==> src/rtl/result_fifo_reader_if.sv <==
// Processor-bus read port of the result FIFO: valid/ready beat handshake.
// master = FIFO side (drives data/valid), slave = bus side (drives ready).
interface result_fifo_reader_if #(
  parameter int RESULT_WIDTH = 32
);
  logic [RESULT_WIDTH-1:0] bus_rd_data;
  logic                    bus_rd_valid;
  logic                    bus_rd_ready;

  modport master (output bus_rd_data, output bus_rd_valid, input bus_rd_ready);
  modport slave  (input bus_rd_data, input bus_rd_valid, output bus_rd_ready);
endinterface

==> src/rtl/result_fifo_reader.sv <==
// result_fifo_reader: buffers sequencer readback words (one per rising edge of
// result_WrReq) and presents them on a valid/ready bus read port.
// Sticky overflow flags a word dropped because the FIFO was full.
// Optional feature macro: RESULT_FIFO_TIMESTAMP_EN -- each entry also stores
// a free-running cycle count and is read as two beats (data, then timestamp).
module result_fifo_reader #(
  parameter int RESULT_WIDTH = 32,
  parameter int DEPTH_LOG2   = 4
) (
  input  logic                    clock,
  input  logic                    resetn,
  input  logic                    init,
  input  logic [RESULT_WIDTH-1:0] result_data,
  input  logic                    result_WrReq,
  result_fifo_reader_if.master    bus,
  output logic [DEPTH_LOG2:0]     fifo_level,
  output logic                    fifo_empty,
  output logic                    fifo_full,
  output logic                    overflow
);
  localparam int DEPTH = 1 << DEPTH_LOG2;
  localparam logic [DEPTH_LOG2:0] FULL_LVL = (DEPTH_LOG2 + 1)'(DEPTH);
`ifdef RESULT_FIFO_TIMESTAMP_EN
  localparam int ENTRY_W = 2 * RESULT_WIDTH;
`else
  localparam int ENTRY_W = RESULT_WIDTH;
`endif

  logic [ENTRY_W-1:0]    mem [DEPTH];
  logic [DEPTH_LOG2-1:0] wr_ptr, rd_ptr;
  logic                  wr_req_d;
  logic                  push, beat, pop, accept;
  logic [ENTRY_W-1:0]    wr_entry, head;

  assign push       = result_WrReq & ~wr_req_d;
  assign fifo_empty = (fifo_level == '0);
  assign fifo_full  = (fifo_level == FULL_LVL);
  assign bus.bus_rd_valid = ~fifo_empty;
  assign beat       = bus.bus_rd_valid & bus.bus_rd_ready;
  // A full FIFO still takes a word when the head pops on the same edge.
  assign accept     = push & (~fifo_full | pop);
  assign head       = mem[rd_ptr];

`ifdef RESULT_FIFO_TIMESTAMP_EN
  logic [RESULT_WIDTH-1:0] ts_cnt;
  logic                    phase;   // 0: data beat, 1: timestamp beat

  assign pop      = beat & phase;
  assign wr_entry = {ts_cnt, result_data};
  assign bus.bus_rd_data = !bus.bus_rd_valid ? '0 :
                           phase ? head[ENTRY_W-1:RESULT_WIDTH] : head[RESULT_WIDTH-1:0];

  // Free-running timestamp and beat phase; both restart on init.
  always_ff @(posedge clock or negedge resetn) begin
    if (!resetn) begin
      ts_cnt <= '0;
      phase  <= 1'b0;
    end else if (init) begin
      ts_cnt <= '0;
      phase  <= 1'b0;
    end else begin
      ts_cnt <= ts_cnt + 1'b1;
      if (beat) phase <= ~phase;
    end
  end
`else
  assign pop      = beat;
  assign wr_entry = result_data;
  assign bus.bus_rd_data = bus.bus_rd_valid ? head : '0;
`endif

  // Storage write; contents are never reset, init suppresses the write.
  always_ff @(posedge clock) begin
    if (accept && !init) mem[wr_ptr] <= wr_entry;
  end

  // Edge detect, pointers, occupancy and sticky overflow.
  always_ff @(posedge clock or negedge resetn) begin
    if (!resetn) begin
      wr_req_d   <= 1'b0;
      wr_ptr     <= '0;
      rd_ptr     <= '0;
      fifo_level <= '0;
      overflow   <= 1'b0;
    end else if (init) begin
      // Sample the request level so a request held across init is not a push.
      wr_req_d   <= result_WrReq;
      wr_ptr     <= '0;
      rd_ptr     <= '0;
      fifo_level <= '0;
      overflow   <= 1'b0;
    end else begin
      wr_req_d <= result_WrReq;
      if (accept) wr_ptr <= wr_ptr + 1'b1;
      if (pop)    rd_ptr <= rd_ptr + 1'b1;
      if (accept && !pop)      fifo_level <= fifo_level + 1'b1;
      else if (!accept && pop) fifo_level <= fifo_level - 1'b1;
      if (push && !accept) overflow <= 1'b1;
    end
  end
endmodule

==> src/flat_wrapper.sv <==
// flat-port wrapper written by rule: the top's interface ports become plain ports
module result_fifo_reader_flat 
#(
  parameter int RESULT_WIDTH = 32,
  parameter int DEPTH_LOG2   = 4
)
  (clock, resetn, init, result_data, result_WrReq, fifo_level, fifo_empty, fifo_full, overflow, bus_bus_rd_data, bus_bus_rd_valid, bus_bus_rd_ready);
  result_fifo_reader_if #(.RESULT_WIDTH(RESULT_WIDTH)) bus_i ();
  input  logic clock;
  input  logic resetn;
  input  logic init;
  input  logic [RESULT_WIDTH-1:0] result_data;
  input  logic result_WrReq;
  output logic [DEPTH_LOG2:0] fifo_level;
  output logic fifo_empty;
  output logic fifo_full;
  output logic overflow;
  output wire logic [$bits(bus_i.bus_rd_data)-1:0] bus_bus_rd_data;
  output wire logic [$bits(bus_i.bus_rd_valid)-1:0] bus_bus_rd_valid;
  input wire logic [$bits(bus_i.bus_rd_ready)-1:0] bus_bus_rd_ready;
  assign bus_bus_rd_data = bus_i.bus_rd_data;
  assign bus_bus_rd_valid = bus_i.bus_rd_valid;
  assign bus_i.bus_rd_ready = bus_bus_rd_ready;
  result_fifo_reader #(.RESULT_WIDTH(RESULT_WIDTH), .DEPTH_LOG2(DEPTH_LOG2)) u_core (.clock(clock), .resetn(resetn), .init(init), .result_data(result_data), .result_WrReq(result_WrReq), .bus(bus_i), .fifo_level(fifo_level), .fifo_empty(fifo_empty), .fifo_full(fifo_full), .overflow(overflow));
endmodule
==> config.mk <==
export PLATFORM = sky130hd
export DESIGN_NAME = result_fifo_reader_flat
export DESIGN_NICKNAME = d
export VERILOG_FILES = /design/src/rtl/result_fifo_reader_if.sv /design/src/rtl/result_fifo_reader.sv /design/src/flat_wrapper.sv
export SDC_FILE = /design/constraint.sdc
export NUM_CORES = 1
export LEC_CHECK = 0
export CORE_MARGIN = 3
export CORE_UTILIZATION = 50
export CTS_CLUSTER_DIAMETER = 150
export DETAILED_ROUTE_END_ITERATION = 10
export GPL_TIMING_DRIVEN = 0
export PLACE_DENSITY = 0.69
export SETUP_SLACK_MARGIN = 0.4
export SLEW_MARGIN = 20
export SYNTH_ARGS = -nofsm -noshare
export SYNTH_HDL_FRONTEND = slang
export SYNTH_SLANG_ARGS = --single-unit
export TNS_END_PERCENT = 20
==> constraint.sdc <==
create_clock -name clock -period 5.55 [get_ports clock]
set_clock_uncertainty 0.1 [all_clocks]
set_input_delay 1.11 -clock clock [delete_from_list [all_inputs] [get_ports clock]]
set_output_delay 1.11 -clock clock [all_outputs]
set_load 0.03 [all_outputs]
==> results of run 1 <==
cell families (layout without fill, tap and decap cells):
kind of cell    Yosys count  count (layout)
flops                   527             527
buf+inv                  53             239
other cells               0               1
xor+xnor                  6               6
simple gates             54              54
fa+ha+maj                10              10
mux                     200             200
compound gates           48              48
stage by stage:
| step | cells | setup TNS, ps | hold WS, ps |
|---|---|---|---|
| after floorplan | 898 | 0 | 420 |
| after global placement | 1499 | -218480 | 394 |
| after detailed placement | 1518 | 0 | 392 |
| after CTS | 1609 | 0 | 408 |
| after global routing | 1609 | 0 | 427 |
| final | 1610 | 0 | 399 |
state kept, by name, summed over array words and instances, names as in the netlist:
register           cells
u_core.wr_req_d        1
u_core.overflow        1
u_core.mem           512
u_core.fifo_level      5
u_core.wr_ptr          4
u_core.rd_ptr          4
layout make-up:
type,instances,area [um2]
fillers,2811,16000
repair buffers,95,1220
clock buffers,61,1330
diodes,1,2.50
inverters,7,26.3
plain buffers,46,224
well taps,525,657
clock inverters,30,305
flip-flops and latches,527,15800
multi-input cells,318,4510
where the power goes:
| group | total (mW) | internal, mW | switching (mW) |
|---|---|---|---|
| Clock | 3.40 | 1.99 | 1.41 |
| Sequential | 4.44 | 4.40 | 0.0419 |
| Combinational | 2.30 | 1.05 | 1.26 |
Yosys cell counts, types with 2 or more instances:
cell      count
edfxtp_1    512
mux4_2      128
mux2i_1      67
o22ai_1      32
nor2_1       31
buf_2        20
clkbuf_1     17
dfrtp_1      15
ha_1          9
inv_1         7
nand3_1       7
a21oi_1       4
buf_1         4
mux2_1        4
nand2_1       4
buf_4         3
xnor2_1       3
xor2_1        3
a31oi_1       2
buf_6         2
nor4_1        2
o211ai_2      2
or3_1         2
worst max path at each step:
stage                           to              from  slack [ps]  cells after the start
2_1_floorplan    u_core.mem[12][0]      result_WrReq        1880                      4
3_3_place_gp    u_core.mem[12][15]  bus_bus_rd_ready        -650                      5
3_5_place_dp   bus_bus_rd_data[27]  u_core.rd_ptr[1]        1170                      6
4_1_cts        bus_bus_rd_data[27]  u_core.rd_ptr[1]         490                      6
5_1_grt        bus_bus_rd_data[27]  u_core.rd_ptr[1]         470                      6
6_report       bus_bus_rd_data[27]  u_core.rd_ptr[1]         590                      6
per-layer routing:
metal	part of all wire (%)	global-route usage (%)	routed length, um	vias to the layer above
li1	-	-	-	4108
met1	42	28.0	17800	5129
met2	50	32.6	21300	318
met3	6.3	3.47	2690	53
met4	1.6	5.02	680	2
met5	0.031	0	13	-
tightest hold or removal path: stages (launching register included):
cell and delay, ps:
dfrtp_1 350, a21oi_1 40, nor2_1 70
==> summary.md, run 1 <==
| Metric | Value |
|---|---|
| Synth async-reset ratio | 2.85% |
| Syn Area/Cell | 22.7 um2 |
| Status | completed |
| Row count | 73 |
| Initial DRT Pass Iterations | 5 |
| Post-synthesis mux area share | 17.7% |
| Crit end category | primary output |
| Dpl cell area | 0.0224 mm2 |
| Post-cts hold buffer count | 0 |
| Reg2reg end | u_core.mem[2][21] |
| Routed WL | 42400 um |
| Post-cts resize count | 0 |
| Final Power | 10.1 mW |
| Synth warn | 0 |
| Layout cell share with drive strength beyond 1 | 24.8% |
| Worst path required time | 4340 ps |
| Largest family of logic cells by synthesized area | multiplexers |
| Most common cell after layout, fill and taps aside | edfxtp_1 |
| Vias in the first global route | 10.1k |
| CTS Buffer Depth | 3 |
| Critical Path Fanout Max | 10 |
| Setup Viol. Count Final | 0 |
| Top delay family on crit path | buffers and inverters |
| Syn Std Cell Area | 0.0204 mm2 |
| Total number of vias | 9610 |
| Synth area leader | edfxtp_1 |
| Post-Synth Adder-Cell Area | 0.650% |
| CTS root buf | clkbuf_16 |
| # port buffers | 76 |
| Hold_sp | u_core.overflow |
| Fmax | 202 MHz |
| Main synth FF type | edfxtp_1 |
| H-tree depth | 2 |
| Synth Area in Simple Gates | 1.22% |
| Initial antenna violation count | 2 |
| Final Hold Viols | 0 |
| Pre-CTS setup slack | 1170 ps |
| Layout Utilization | 60.1% |
| RSZ-0062 raised after global routing | false |
| Clock sink total | 527 |
| Layout area overhead | 17.9% |
| First-pass GRT wire length | 64200 um |
| Crit path top cell by count | clkbuf_1 |
| Core Area | 0.0400 mm2 |
| GRT Overall Usage | 19.8% |
| Synth area leaders | edfxtp_1, mux4_2, mux2i_1 |
| CP Cell Sequence | clkbuf_1 -> clkbuf_1 -> mux4_2 -> mux2i_1 -> o22ai_1 -> clkdlybuf4s50_1 |
| Pleak | 7.34 nW |
| XOR/XNOR share of the synthesized area | 0.258% |
| Slowest stage cell, crit path | clkbuf_1 |
| Pwr/cell area | 422 mW/mm2 |
| EDFF count, synth | 512 |
| Pins Over Slew Limit | 0 |
| Hold Crit Class | flip-flop to flip-flop |
| GPL Wtd Cong | 0.740 |
| Compound-Gate Fraction of Synth Area | 1.69% |
| Crit path kind | flip-flop to primary output |
| Max_cap viols | 0 |
| Startpoint class of the critical path | flip-flop |
| Final ANT Viol Nets | 0 |
| Post-Syn Instances | 898 |
| Arr. time, crit path | 3750 ps |
| Sequential fraction of the synthesis area | 77.2% |
| Die span in y | 208 um |
| Worst-Skew Late Latency | 570 ps |
| Synth Register Bits | 527 |
| R2R Setup Slk | 2610 ps |
| Post-synthesis cell type count | 41 |
| Worst-margin pin slew | 1050 ps |
| Max-slew headroom | 29.8% |
| Min Clock Period, post-route | 4960 ps |
| Drt wl/cell | 26.4 um |
| Die ar. | 0.0432 mm2 |
| Number of buffers and inverters on the critical path | 3 |
| Residual DRC | 0 |
| Largest net degree at the start of global routing | 20 |
| Final period utilization | 89.4% |
| Synth top area share | 75.4% |
| TritonCTS clock tree | built |
| Postcts setup bufs | 0 |
| VDD IR-drop max | 0.000350 V |
| Iteration-0 DRC Markers | 866 |
| Hold path endpoint | u_core.overflow |
| Clock-pin transition on the worst setup and hold timing paths | 60 ps |
| Grt ovf | 0 |
| FF-to-FF path depth | 5 |
| Final Worst Setup Slack | 590 ps |
| Die width | 208 um |
| Io pins | 78 |
| Initial Utilization | 51.0% |
| Hold path cells | 2 |
| Critical R2R Launch | u_core.fifo_level[0] |
| Cts bufs inserted | 51 |
| Synthesized Nets | 945 |
| HPWL after detailed placement | 26700 um |
| Avg Vias per Cell | 5.97 |
| Final instance area | 0.0240 mm2 |
| Most frequent cells in the layout | edfxtp_1, mux4_2, clkdlybuf4s50_1 |
| Worst path max stage delay | 730 ps |
| Fin nets | 1093 |
Note: power is estimated with default switching activity, not from simulation.
==> inputs of run 2 (changes only) <==
--- a/config.mk
+++ b/config.mk
@@ -5,6 +5,7 @@
 export SDC_FILE = /design/constraint.sdc
 export NUM_CORES = 1
 export LEC_CHECK = 0
+export CAP_MARGIN = 20
 export CORE_MARGIN = 3
 export CORE_UTILIZATION = 50
 export CTS_CLUSTER_DIAMETER = 150
==> results of run 2 <==
The final DEF is identical to that of run 1; final timing and power are the same.
==> inputs of run 3 (changes only) <==
--- a/config.mk
+++ b/config.mk
@@ -6,12 +6,14 @@
 export NUM_CORES = 1
 export LEC_CHECK = 0
 export CAP_MARGIN = 20
-export CORE_MARGIN = 3
+export CELL_PAD_IN_SITES_DETAIL_PLACEMENT = 1
+export CELL_PAD_IN_SITES_GLOBAL_PLACEMENT = 1
+export CORE_MARGIN = 10
 export CORE_UTILIZATION = 50
 export CTS_CLUSTER_DIAMETER = 150
 export DETAILED_ROUTE_END_ITERATION = 10
 export GPL_TIMING_DRIVEN = 0
-export PLACE_DENSITY = 0.69
+export PLACE_DENSITY = 0.76
 export SETUP_SLACK_MARGIN = 0.4
 export SLEW_MARGIN = 20
 export SYNTH_ARGS = -nofsm -noshare
==> run 3 against run 2 <==
Against the previous run: cell area about the same; clock power increased by 6%; worst setup slack got worse by 83 ps; sequential cell count unchanged; sequential share of layout area about the same; maximum frequency decreased by 1.6%; cell count increased by 0.31%; first-iteration DRC count increased by 11%; power increased by 2.6%; non-clock buffer count decreased by 3; critical path type unchanged.
==> summary.md, run 3 (synthesis gave the netlist of run 1 again) <==
| Metric | Value |
|---|---|
| Layout cell share with drive strength beyond 1 | 25.5% |
| Dpl cell area | 0.0223 mm2 |
| Final hold slack | 412 ps |
| Final Hold Viols | 0 |
| Worst-margin pin slew | 1050 ps |
| Avg Vias per Cell | 6.15 |
| Routed WL | 48500 um |
| Cell Count, Final, Fillers Out | 1615 |
| Clock-pin transition on the worst setup and hold timing paths | 60 ps |
| Iteration-0 DRC Markers | 965 |
| Row count | 73 |
| CP Cell Sequence | clkbuf_1 -> clkbuf_1 -> mux4_2 -> mux2i_1 -> o22ai_1 -> clkdlybuf4s50_1 |
| HPWL after detailed placement | 30400 um |
| Worst path max stage delay | 750 ps |
| Pins Over Slew Limit | 0 |
| Crit path kind | flip-flop to primary output |
| Residual DRC | 0 |
| Fmax | 198 MHz |
| Dpl cells | 1515 |
| Worst-Skew Late Latency | 590 ps |
| Crit path top cell by count | clkbuf_1 |
| Final period utilization | 90.9% |
| Top sig layer | met4 |
| Top reg by flops | u_core.mem |
| Post-cts hold buffer count | 0 |
| Most frequent cells in the layout | edfxtp_1, mux4_2, clkdlybuf4s50_1 |
| Met1 wire length | 19500 um |
| Clock sink total | 527 |
| RSZ-0062 raised after global routing | false |
| Die ar. | 0.0493 mm2 |
| Met3 wire length | 2740 um |
| Vias in the first global route | 10.9k |
| Antenna cells | 0 |
| Drt wl/cell | 30.0 um |
| Die span in y | 222 um |
| Largest registers | u_core.mem: 512 flops, u_core.fifo_level: 5 flops |
| Total number of vias | 9934 |
| Final Power | 10.4 mW |
| Postcts setup bufs | 0 |
| H-tree depth | 2 |
| Reg area | 0.0158 mm2 |
| Die width | 222 um |
| Final Worst Setup Slack | 507 ps |
| Post-cts resize count | 1 |
| Startpoint class of the critical path | flip-flop |
| Fin nets | 1092 |
| GPL Wtd Cong | 0.732 |
| Largest register FFs | 512 |
| Layout area overhead | 17.9% |
| Hold Crit Class | flip-flop to flip-flop |
| Number of fill cells | 3371 |
| First-pass GRT wire length | 73200 um |
| Pre-CTS setup slack | 1120 ps |
| Pleak | 7.37 nW |
| Critical Path Fanout Max | 10 |
| GRT Overall Usage | 19.8% |
| Final ANT Viol Nets | 0 |
| Most common cell after layout, fill and taps aside | edfxtp_1 |
| Setup Viol. Count Final | 0 |
| Initial antenna violation count | 0 |
| Pwr/cell area | 433 mW/mm2 |
| Cts bufs inserted | 53 |
| CTS root buf | clkbuf_16 |
| Slowest stage cell, crit path | clkdlybuf4s50_1 |
| Layout Utilization | 60.1% |
| Initial DRT Pass Iterations | 5 |
| Arr. time, crit path | 3830 ps |
| Max-slew headroom | 29.9% |
| Multi-input gate area | 0.00451 mm2 |
| VDD IR-drop max | 0.000249 V |
| Status | completed |
| Io pins | 78 |
| Min Clock Period, post-route | 5040 ps |
| CTS Buffer Depth | 3 |
| Metal2 WL | 25200 um |
| Grt ovf | 0 |
| Final instance area | 0.0240 mm2 |
| TritonCTS clock tree | built |
| # port buffers | 76 |
| Crit end category | primary output |
| Initial Utilization | 51.0% |
| Setup_tns | 0 ps |
| Largest net degree at the start of global routing | 21 |
| Core Area | 0.0400 mm2 |
| Worst path required time | 4340 ps |
| Max_cap viols | 0 |
run 3: worst max-delay path, delay by kind of cell, from the launching register on:
kind / cells / cell delay, ps
flip-flops: 1 / 530
buffers and inverters: 3 / 1890
AO/OA/AOI/OAI: 1 / 380
multiplexers: 2 / 420
run 3: metal layers:
metal  up-vias  global-route usage, %
met1      5383                   25.6
met2       375                   33.8
met4         0                   6.08
met5         -                      0
li1       4101                      -
met3        75                   3.10
run 3: final timing paths:
check	from	to	slack, ps	cells after the start
min in group asynchronous	resetn	u_core.fifo_level[2]	850	1
min reg2reg	u_core.overflow	u_core.overflow	410	2
max	u_core.rd_ptr[1]	bus_bus_rd_data[28]	510	6
max in group asynchronous	resetn	u_core.wr_ptr[1]	4040	1
min	u_core.overflow	u_core.overflow	410	2
max reg2reg	u_core.fifo_level[0]	u_core.mem[13][7]	2530	5
run 3: area by class of cell:
type                            count  area share, %
Sequential cell                   527           65.5
Multi-Input combinational cell    318           18.8
Clock buffer                       61           5.82
Timing Repair Buffer               92           4.65
Tap cell                          525           2.73
Clock inverter                     39           1.47
Buffer                             46          0.942
Inverter                            7          0.109
run 3: power breakdown:
part	internal (mW)	switching, mW	total, mW
Combinational	1.05	1.32	2.37
Clock	2.09	1.50	3.59
Sequential	4.40	0.0474	4.45
Total	7.54	2.87	10.4
